**src/rtl/uart_dpram_buf.sv**
```systemverilog
`default_nettype none
// ============================================================================
// Module      : uart_dpram_buf
// Description : Queues bytes received on a UART line in a DEPTH-entry
//               dual-port RAM and, on each debounced key press, dumps the
//               queued bytes (oldest first) back out on the UART transmit
//               line. Drain mode consumes the entries, replay mode keeps
//               them and re-sends them on every press.
// Ports       : clk        - system clock
//               rst        - synchronous reset, active-high
//               key_in     - raw push-button, active-low, bouncy
//               mode       - 0 = drain, 1 = replay (latched at dump start)
//               rs232_rx   - UART receive line, 8N1
//               rs232_tx   - UART transmit line, 8N1, idle high
//               buf_count  - number of valid entries, 0..DEPTH
//               overflow   - sticky: a byte was dropped on a full buffer
//               frame_err  - one-cycle pulse: stop bit sampled low
//               busy       - high while a dump is in progress
// Revision    : 1.0 - initial release
// ============================================================================
module uart_dpram_buf #(
    parameter int CLKS_PER_BIT    = 5208,
    parameter int DEPTH           = 16,
    parameter int DEBOUNCE_CYCLES = 1000000
) (
    input  logic                   clk,
    input  logic                   rst,
    input  logic                   key_in,
    input  logic                   mode,
    input  logic                   rs232_rx,
    output logic                   rs232_tx,
    output logic [$clog2(DEPTH):0] buf_count,
    output logic                   overflow,
    output logic                   frame_err,
    output logic                   busy
);

    localparam int c_ADDR_W = $clog2(DEPTH);
    localparam int c_BIT_W  = $clog2(CLKS_PER_BIT);
    localparam int c_DB_W   = $clog2(DEBOUNCE_CYCLES);

    localparam logic [c_BIT_W-1:0] c_BIT_LAST  = c_BIT_W'(CLKS_PER_BIT - 1);
    localparam logic [c_BIT_W-1:0] c_HALF_LAST = c_BIT_W'(CLKS_PER_BIT / 2 - 1);
    localparam logic [c_DB_W-1:0]  c_DB_LAST   = c_DB_W'(DEBOUNCE_CYCLES - 1);
    localparam logic [c_ADDR_W:0]  c_FULL      = (c_ADDR_W + 1)'(DEPTH);

    localparam logic [1:0] c_RX_IDLE  = 2'd0;
    localparam logic [1:0] c_RX_START = 2'd1;
    localparam logic [1:0] c_RX_DATA  = 2'd2;
    localparam logic [1:0] c_RX_STOP  = 2'd3;

    localparam logic [2:0] c_D_IDLE = 3'd0;
    localparam logic [2:0] c_D_RD   = 3'd1;
    localparam logic [2:0] c_D_LOAD = 3'd2;
    localparam logic [2:0] c_D_SEND = 3'd3;
    localparam logic [2:0] c_D_NEXT = 3'd4;

    // ------------------------------------------------------------------------
    // RX path
    // ------------------------------------------------------------------------
    logic [1:0]         r_rx_sync;
    logic               r_rx_prev;
    logic [1:0]         r_rx_state;
    logic [1:0]         w_rx_next;
    logic [c_BIT_W-1:0] r_rx_cnt;
    logic [2:0]         r_rx_bit;
    logic [7:0]         r_rx_byte;
    logic               r_rx_valid;
    logic               r_frame_err;
    logic               w_rx;

    assign w_rx = r_rx_sync[1];

    always_ff @(posedge clk) begin
        if (rst) begin
            r_rx_state <= c_RX_IDLE;
        end else begin
            r_rx_state <= w_rx_next;
        end
    end

    always_comb begin
        w_rx_next = r_rx_state;
        case (r_rx_state)
            // Edge detection (not level) so a line held low after a bad
            // frame does not retrigger.
            c_RX_IDLE:  if (!w_rx && r_rx_prev) w_rx_next = c_RX_START;
            c_RX_START: if (r_rx_cnt == c_HALF_LAST) w_rx_next = w_rx ? c_RX_IDLE : c_RX_DATA;
            c_RX_DATA:  if (r_rx_cnt == c_BIT_LAST && r_rx_bit == 3'd7) w_rx_next = c_RX_STOP;
            c_RX_STOP:  if (r_rx_cnt == c_BIT_LAST) w_rx_next = c_RX_IDLE;
            default:    w_rx_next = c_RX_IDLE;
        endcase
    end

    always_ff @(posedge clk) begin
        if (rst) begin
            r_rx_sync   <= 2'b11;
            r_rx_prev   <= 1'b1;
            r_rx_cnt    <= '0;
            r_rx_bit    <= 3'd0;
            r_rx_byte   <= 8'h00;
            r_rx_valid  <= 1'b0;
            r_frame_err <= 1'b0;
        end else begin
            r_rx_sync   <= {r_rx_sync[0], rs232_rx};
            r_rx_prev   <= w_rx;
            r_rx_valid  <= 1'b0;
            r_frame_err <= 1'b0;
            case (r_rx_state)
                c_RX_START: begin
                    r_rx_cnt <= (r_rx_cnt == c_HALF_LAST) ? '0 : r_rx_cnt + 1'b1;
                end
                c_RX_DATA: begin
                    if (r_rx_cnt == c_BIT_LAST) begin
                        r_rx_cnt  <= '0;
                        r_rx_byte <= {w_rx, r_rx_byte[7:1]};
                        r_rx_bit  <= r_rx_bit + 1'b1;
                    end else begin
                        r_rx_cnt <= r_rx_cnt + 1'b1;
                    end
                end
                c_RX_STOP: begin
                    if (r_rx_cnt == c_BIT_LAST) begin
                        r_rx_cnt    <= '0;
                        r_rx_valid  <= w_rx;
                        r_frame_err <= !w_rx;
                    end else begin
                        r_rx_cnt <= r_rx_cnt + 1'b1;
                    end
                end
                default: begin
                    r_rx_cnt <= '0;
                    r_rx_bit <= 3'd0;
                end
            endcase
        end
    end

    // ------------------------------------------------------------------------
    // Key debounce and press detection
    // ------------------------------------------------------------------------
    logic [1:0]        r_key_sync;
    logic              r_key_db;
    logic [c_DB_W-1:0] r_db_cnt;
    logic              r_press;

    always_ff @(posedge clk) begin
        if (rst) begin
            r_key_sync <= 2'b11;
            r_key_db   <= 1'b1;
            r_db_cnt   <= '0;
            r_press    <= 1'b0;
        end else begin
            r_key_sync <= {r_key_sync[0], key_in};
            r_press    <= 1'b0;
            if (r_key_sync[1] == r_key_db) begin
                r_db_cnt <= '0;
            end else if (r_db_cnt == c_DB_LAST) begin
                r_db_cnt <= '0;
                r_key_db <= r_key_sync[1];
                r_press  <= !r_key_sync[1];
            end else begin
                r_db_cnt <= r_db_cnt + 1'b1;
            end
        end
    end

    // ------------------------------------------------------------------------
    // Dump FSM
    // ------------------------------------------------------------------------
    logic [2:0]          r_dump_state;
    logic [2:0]          w_dump_next;
    logic                r_mode_l;
    logic [c_ADDR_W:0]   r_n;
    logic [c_ADDR_W:0]   r_i;
    logic [c_ADDR_W:0]   r_count;
    logic [c_ADDR_W-1:0] r_wr_ptr;
    logic [c_ADDR_W-1:0] r_rd_ptr;
    logic [c_ADDR_W-1:0] w_rd_addr;
    logic                w_tx_start;
    logic                w_tx_done;
    logic                w_dump_end;
    logic                w_drain_dec;

    always_ff @(posedge clk) begin
        if (rst) begin
            r_dump_state <= c_D_IDLE;
        end else begin
            r_dump_state <= w_dump_next;
        end
    end

    always_comb begin
        w_dump_next = r_dump_state;
        w_tx_start  = 1'b0;
        w_dump_end  = 1'b0;
        w_drain_dec = 1'b0;
        case (r_dump_state)
            c_D_IDLE: if (r_press && r_count != '0) w_dump_next = c_D_RD;
            c_D_RD:   w_dump_next = c_D_LOAD;
            c_D_LOAD: begin
                w_tx_start  = 1'b1;
                w_dump_next = c_D_SEND;
            end
            c_D_SEND: if (w_tx_done) w_dump_next = c_D_NEXT;
            c_D_NEXT: begin
                w_drain_dec = !r_mode_l;
                if ((r_i + 1'b1) == r_n) begin
                    w_dump_end  = 1'b1;
                    w_dump_next = c_D_IDLE;
                end else begin
                    w_dump_next = c_D_RD;
                end
            end
            default: w_dump_next = c_D_IDLE;
        endcase
    end

    // Drain advances rd_ptr itself, so the i offset only applies in replay,
    // where rd_ptr stays put and i walks across the retained entries.
    assign w_rd_addr = r_mode_l ? (r_rd_ptr + r_i[c_ADDR_W-1:0]) : r_rd_ptr;

    always_ff @(posedge clk) begin
        if (rst) begin
            r_mode_l <= 1'b0;
            r_n      <= '0;
            r_i      <= '0;
            r_rd_ptr <= '0;
        end else begin
            if (r_dump_state == c_D_IDLE && w_dump_next == c_D_RD) begin
                r_mode_l <= mode;
                r_n      <= r_count;
                r_i      <= '0;
            end
            if (r_dump_state == c_D_NEXT) begin
                r_i <= r_i + 1'b1;
                if (!r_mode_l) r_rd_ptr <= r_rd_ptr + 1'b1;
            end
        end
    end

    // ------------------------------------------------------------------------
    // Buffer storage and occupancy
    // ------------------------------------------------------------------------
    logic [7:0] r_mem [DEPTH];
    logic [7:0] r_rd_data;
    logic       r_ovf;
    logic       w_full;
    logic       w_wr_en;

    assign w_full  = (r_count == c_FULL);
    assign w_wr_en = r_rx_valid && !w_full;

    always_ff @(posedge clk) begin
        if (!rst && w_wr_en) r_mem[r_wr_ptr] <= r_rx_byte;
        r_rd_data <= r_mem[w_rd_addr];
    end

    always_ff @(posedge clk) begin
        if (rst) begin
            r_count  <= '0;
            r_wr_ptr <= '0;
            r_ovf    <= 1'b0;
        end else begin
            if (w_wr_en) r_wr_ptr <= r_wr_ptr + 1'b1;
            case ({w_wr_en, w_drain_dec})
                2'b10:   r_count <= r_count + 1'b1;
                2'b01:   r_count <= r_count - 1'b1;
                default: r_count <= r_count;
            endcase
            // A drop in the same cycle as a drain completion stays visible.
            if (r_rx_valid && w_full) r_ovf <= 1'b1;
            else if (w_dump_end && !r_mode_l) r_ovf <= 1'b0;
        end
    end

    // ------------------------------------------------------------------------
    // TX path
    // ------------------------------------------------------------------------
    logic               r_tx;
    logic               r_tx_active;
    logic [8:0]         r_tx_shift;
    logic [3:0]         r_tx_bit;
    logic [c_BIT_W-1:0] r_tx_cnt;

    assign w_tx_done = r_tx_active && (r_tx_cnt == c_BIT_LAST) && (r_tx_bit == 4'd9);

    always_ff @(posedge clk) begin
        if (rst) begin
            r_tx        <= 1'b1;
            r_tx_active <= 1'b0;
            r_tx_shift  <= '1;
            r_tx_bit    <= 4'd0;
            r_tx_cnt    <= '0;
        end else if (w_tx_start) begin
            r_tx        <= 1'b0;
            r_tx_active <= 1'b1;
            r_tx_shift  <= {1'b1, r_rd_data};
            r_tx_bit    <= 4'd0;
            r_tx_cnt    <= '0;
        end else if (r_tx_active) begin
            if (r_tx_cnt == c_BIT_LAST) begin
                r_tx_cnt <= '0;
                if (r_tx_bit == 4'd9) begin
                    r_tx_active <= 1'b0;
                    r_tx        <= 1'b1;
                end else begin
                    // Shift register carries data bits then the stop bit.
                    r_tx       <= r_tx_shift[0];
                    r_tx_shift <= {1'b1, r_tx_shift[8:1]};
                    r_tx_bit   <= r_tx_bit + 1'b1;
                end
            end else begin
                r_tx_cnt <= r_tx_cnt + 1'b1;
            end
        end
    end

    assign rs232_tx  = r_tx;
    assign buf_count = r_count;
    assign overflow  = r_ovf;
    assign frame_err = r_frame_err;
    assign busy      = (r_dump_state != c_D_IDLE);

endmodule
`default_nettype wire

```
**config.mk**
```make
export PLATFORM = sky130hd
export DESIGN_NAME = uart_dpram_buf
export DESIGN_NICKNAME = d
export VERILOG_FILES = /design/src/rtl/uart_dpram_buf.sv
export SDC_FILE = /design/constraint.sdc
export NUM_CORES = 1
export LEC_CHECK = 0
export ABC_CLOCK_PERIOD_IN_PS = 6000
export CORE_UTILIZATION = 53
export DETAILED_ROUTE_END_ITERATION = 10
export DONT_BUFFER_PORTS = 1
export PLACE_DENSITY = 0.75
export SETUP_SLACK_MARGIN = 0.02
export SYNTH_ARGS = -nofsm -noshare
export SYNTH_HDL_FRONTEND = slang
export SYNTH_SLANG_ARGS = --single-unit
```
**constraint.sdc**
```tcl
create_clock -name clk -period 6 [get_ports clk]
set_input_delay 1.2 -clock clk [delete_from_list [all_inputs] [get_ports clk]]
set_output_delay 1.2 -clock clk [all_outputs]
set_load 0.005 [all_outputs]
```
Word level (Yosys, flattened, before mapping). Memories as Yosys holds them, arrays and structs flattened. A register that Yosys moved wholly into a read port is not among the register bits. Cells that the tools add are included.

Add/sub/neg operators: 11. Equality and inequality tests: 25. Mux-type cells: 40. Bitwise logic cells: 7. Reduce and logical (&&, ||, !) cells: 38.

Operators by type and width (count): $mux 13 (3); $mux 8 (4); $add 13x1->13 const B (2); $eq 13x13->1 const B (2); $pmux 13 s2 (1); $add 20x1->20 const B (1); $eq 20x20->1 const B (1); $mux 1 (17); $pmux 3 s5 (1); $eq 13x12->1 const B (1); $add 4x1->4 const B (3); $ne 2x2->1 const B (6); $add 5x1->5 const B (2); $logic_and 1x1->1 (10); $mux 2 (5); $mux 5 (2); $pmux 5 s2 (1); $reduce_and 2->1 (5); $reduce_bool 2->1 (5); $mux 3 (3); $reduce_or 3->1 (3); $pmux 2 s4 (1); $not 1->1 (7); $eq 2x2->1 const B (3); 21 further kinds (32).

Bits in registers: 110. RAM bits: 128. Bits of input ports: 5. Output and inout port bits: 9. Memories kept: 1.

Memories: r_mem (depth 16, bits a word 8, read ports 1, clocked after memory_dff 1, wr ports 1, line 245) `logic [7:0] r_mem [DEPTH];`.

Depth between registers and ports, before layout.
Depth after elaboration: 9. Mapped depth: 11. Depth with buffers taken out: 11.

Least setup slack after synthesis. No wires, ideal clock.

Path type: reg2reg. Start: reg r_dump_state[1]. End: reg r_count[4], in the netlist buf_count[4]. Setup time: 0.070 ns. Data arrival time: 2.824 ns. Required time: 5.930 ns. Slack: 3.105 ns. Stages on the path, launching flop included: 12. Buffers on the path: 1. Period minus slack after synthesis: 2.895 ns. Cells stage by stage: dfxtp_1 clkbuf_1 or3b_2 nor2_1 ha_1 inv_1 fa_1 nor2b_1 o21ai_0 and3_1 or4_1 a21oi_1.

Word-level cells in the longest chain between the ends: 4.

RTL lines: from (decl) (line 171) `logic [2:0] r_dump_state;`; from (signal assigned) (line 187) `r_dump_state <= c_D_IDLE;`; from (signal assigned) (line 189) `r_dump_state <= w_dump_next;`; $eq 3x3->1 (*) (line 198) `case (r_dump_state)`; $mux 1 (*) (line 198); via w_drain_dec (line 183) `logic w_drain_dec;`; $eq 2x1->1 / $eq 2x2->1 (equally long branches) (line 266) `case ({w_wr_en, w_drain_dec})`; $pmux 5 s2 / $reduce_bool 2->1 (equally long branches); to (signal assigned) (line 267) `2'b10: r_count <= r_count + 1'b1;`; to (signal assigned) (line 268) `2'b01: r_count <= r_count - 1'b1;`; to (signal assigned) (line 269) `default: r_count <= r_count;`; to (decl) (line 176) `logic [c_ADDR_W:0] r_count;`.

The timed path passes the listed nets; every way through them passes the cells marked *. A chain may end at the register's enable or synchronous reset.

Worst setup path after layout.
Start: reg r_count[3], in the netlist buf_count[3]. End: reg r_count[4], in the netlist buf_count[4].

Word-level cells in the longest chain between the ends: 5.

RTL lines: $eq 5x5->1 (line 251) `assign w_full = (r_count == c_FULL);`; $logic_not 1->1 (line 252) `assign w_wr_en = r_rx_valid && !w_full;`; $logic_and 1x1->1 (line 252); $eq 2x1->1 / $eq 2x2->1 (equally long branches) (line 266); $pmux 5 s2 / $reduce_bool 2->1 (equally long branches).

Parallel ways exist; a longest one is shown, timed or not.

==> impl_metrics.ini <==
[placement]
portBuffers = 0
dp.cells = 1197
post-place-ws_ns = 2.75
place_area_um2 = 10500
gp_congestion = 0.782
dp.final_hpwl_mm = 12.1

[power_and_ir_drop]
power_leakage_nw = 3.98
design_power_total_mw = 3.41
switchingPower_mw = 0.637
intPower_mw = 2.77
pwr-share-clk_pct = 48.2
netSwitchingFraction_pct = 18.7
power_frac_seq_pct = 51.5
combPwrFrac_pct = 0.3
power_density_nw_per_um2 = 299
peakVddDrop_mv = 0.175

[global_routing]
track_usage_pct = 19.9
antenna_found_initial = 0
grt_pass1_wl_mm = 31.4
globalRouteOverflowTotal = 0
grt_max_degree = 67
grt_pass1_vias = 6214

[routing]
drcViolationCount = 0
wl_met3_mm = 1.15
met1_length_mm = 8.94
vias = 6777
vias_per_cell = 5.44
ant_nets = 0
routed_wl_mm = 19.7
wl_per_cell_um = 15.8
wl_met2_mm = 9.08
highest_layer = met4
first_pass_iters = 4
drt_iter0_drc = 501

[floorplanning]
core_um2 = 18900
rows = 50
dieArea_um2 = 20000
die_h_um = 141
fp.dieW_um = 141
io_pins = 14
initial_utilization_pct = 54.5

[clock_tree]
cts.htree.levels = 1
clock_sinks = 246
cts_resized = 0
clk_pin_slew_worst_paths_ns = 0.06
post_cts_buffers = 0
numCtsBuffers = 26
clk_latency_ns = 0.52
cts_tree = done
cts_hold_buffers = 0
cts_max_path_buffers = 3
cts.root.buffer_cell = clkbuf_16

[synth]
synth_top_area_share_pct = 37.4
synth_edf_count = 128
syn_area_um2 = 10300
syn_inst = 972
async_flop_share_pct = 0
yosysSeqAreaShare_pct = 60.3
ys_types = 60
ys_warn_count = 0
syn-num-nets = 999
yosys.area.top_type = edfxtp_1
synth-main-ff-cell = edfxtp_1
synthTopCellsByArea = edfxtp_1 37%, dfxtp_1 23%, nand2_1 5.8%
ys_ff_latch = 246
syn_area_per_cell_um2 = 10.6

[timing]
worst_slew_pin_slew_ns = 1.14
hold_viol_final = 0
tns_ns = 0
finClkSkew_ns = 0.00700
relSlewSlack_pct = 23.9
slew_viol_final = 0
period_share_pct = 55.1
fin_ws_ns = 2.70
fin_crit_ns = 3.30
setup_viol = 0
grt_setup_unrepaired = false
fmax_ghz = 0.303

[cells_and_area]
final_common_cell = nand2_1
multi_input_area_um2 = 3860
num_antenna_cells = 0
ff_latch_area_um2 = 6210
final.fill_count = 1518
nets = 992
syn_to_final_growth_pct = 10.8
final_cell_count_no_fill = 1245
layout_common_cells = 158 x nand2_1, 129 x nor2_1, 128 x edfxtp_1, 118 x dfxtp_1, 87 x nand3_1
final_cell_area_um2 = 11400
drive_gt1_share_pct = 5.79

[worst_hold_path]
hold_path.class = reg2reg
hold_start = r_rx_sync[0]

[setup_path]
reg2reg_from = buf_count[3]
critical_path_required_ns = 6.46
arrival_ns = 3.76
startpoint = buf_count[3]
cp-end-kind = flip-flop
cp-start-kind = flip-flop
path_max_fanout = 9
worstSetupPathType = reg2reg

[run_status]
status = finished, final reports clean

[run]
cap_violations = 0
worst max-delay path: stages (launching register included):
cell	delay, ns
dfxtp_1	0.37
nor4_1	0.67
a21boi_1	0.37
inv_1	0.13
ha_1	0.23
inv_1	0.10
fa_1	0.38
nor2b_1	0.15
o21ai_0	0.11
and3_1	0.20
or4_1	0.39
a21oi_1	0.14
stage by stage:
stage	hold slack, ns	utilization [%]
2_1_floorplan	0.389	-
6_report	0.416	60.3
5_1_grt	0.435	60.3
4_1_cts	0.416	60.3
3_5_place_dp	0.401	55.6
3_3_place_gp	0.401	55.6
routing by layer:
metal / GRT usage [%] / up-vias
met3: 3.17 / 37
met5: 0 / -
li1: - / 3398
met1: 27.1 / 3153
met2: 32.5 / 189
met4: 7.09 / 0
power groups by stage:
stage	registers [mW]	logic [mW]	clock network, mW
finish	1.76	0.00933	1.64
global placement	1.79	0.00936	0
floorplan	1.79	0.0135	0
CTS	1.76	0.00959	1.67
detailed placement	1.79	0.00952	0
global route	1.75	0.0108	1.74
sequential cells by signal, indices dropped and copies added, names as in the netlist, 8 cells and up, named ones only:
register,cells
r_rx_cnt,13
r_tx_shift,8
r_tx_cnt,13
r_db_cnt,20
r_rx_byte,8
r_mem,128
r_rd_data,8
cell families (layout without fill, tap and decap cells):
kind of cell / Yosys count / in the layout / synth area share (%)
AO/OA/AOI/OAI: 69 / 69 / 4.29
buffers and inverters: 61 / 74 / 2.53
adder cells (fa/ha/maj): 22 / 22 / 2.82
XOR/XNOR: 59 / 59 / 5.02
multiplexers: 32 / 32 / 3.13
flip-flops: 246 / 246 / 60.3
AND/OR/NAND/NOR: 483 / 483 / 21.9
final cells by class:
class | instances | share of cell area (%)
clock buffers | 34 | 6.34
clock inverters | 14 | 1.47
inverters | 23 | 0.758
multi-input cells | 665 | 33.9
flip-flops and latches | 246 | 54.5
well taps | 260 | 2.85
repair buffers | 3 | 0.198
worst paths after layout:
kind | cells past startpoint | slack, ns | endpoint
worst max register to register | 11 | 2.70 | buf_count[4]
worst min-delay path | 1 | 0.42 | r_rx_sync[1]
worst max-delay path | 11 | 2.70 | buf_count[4]
worst min register to register | 1 | 0.42 | r_rx_sync[1]
Yosys cell counts (4+ instances only):
cell type,count
a21oi_1,26
nand2_1,158
a21o_1,4
nor2_1,129
clkbuf_1,32
ha_1,20
nand4_1,30
or2_2,5
and3_1,8
o21ai_0,11
xor2_1,33
nor3_1,17
dfxtp_1,118
inv_1,23
edfxtp_1,128
or3_1,6
nor4b_1,5
nand3_1,87
xnor2_1,26
nor2b_1,7
o32ai_1,4
mux2i_1,31
Power figures use the tool's default switching activity.
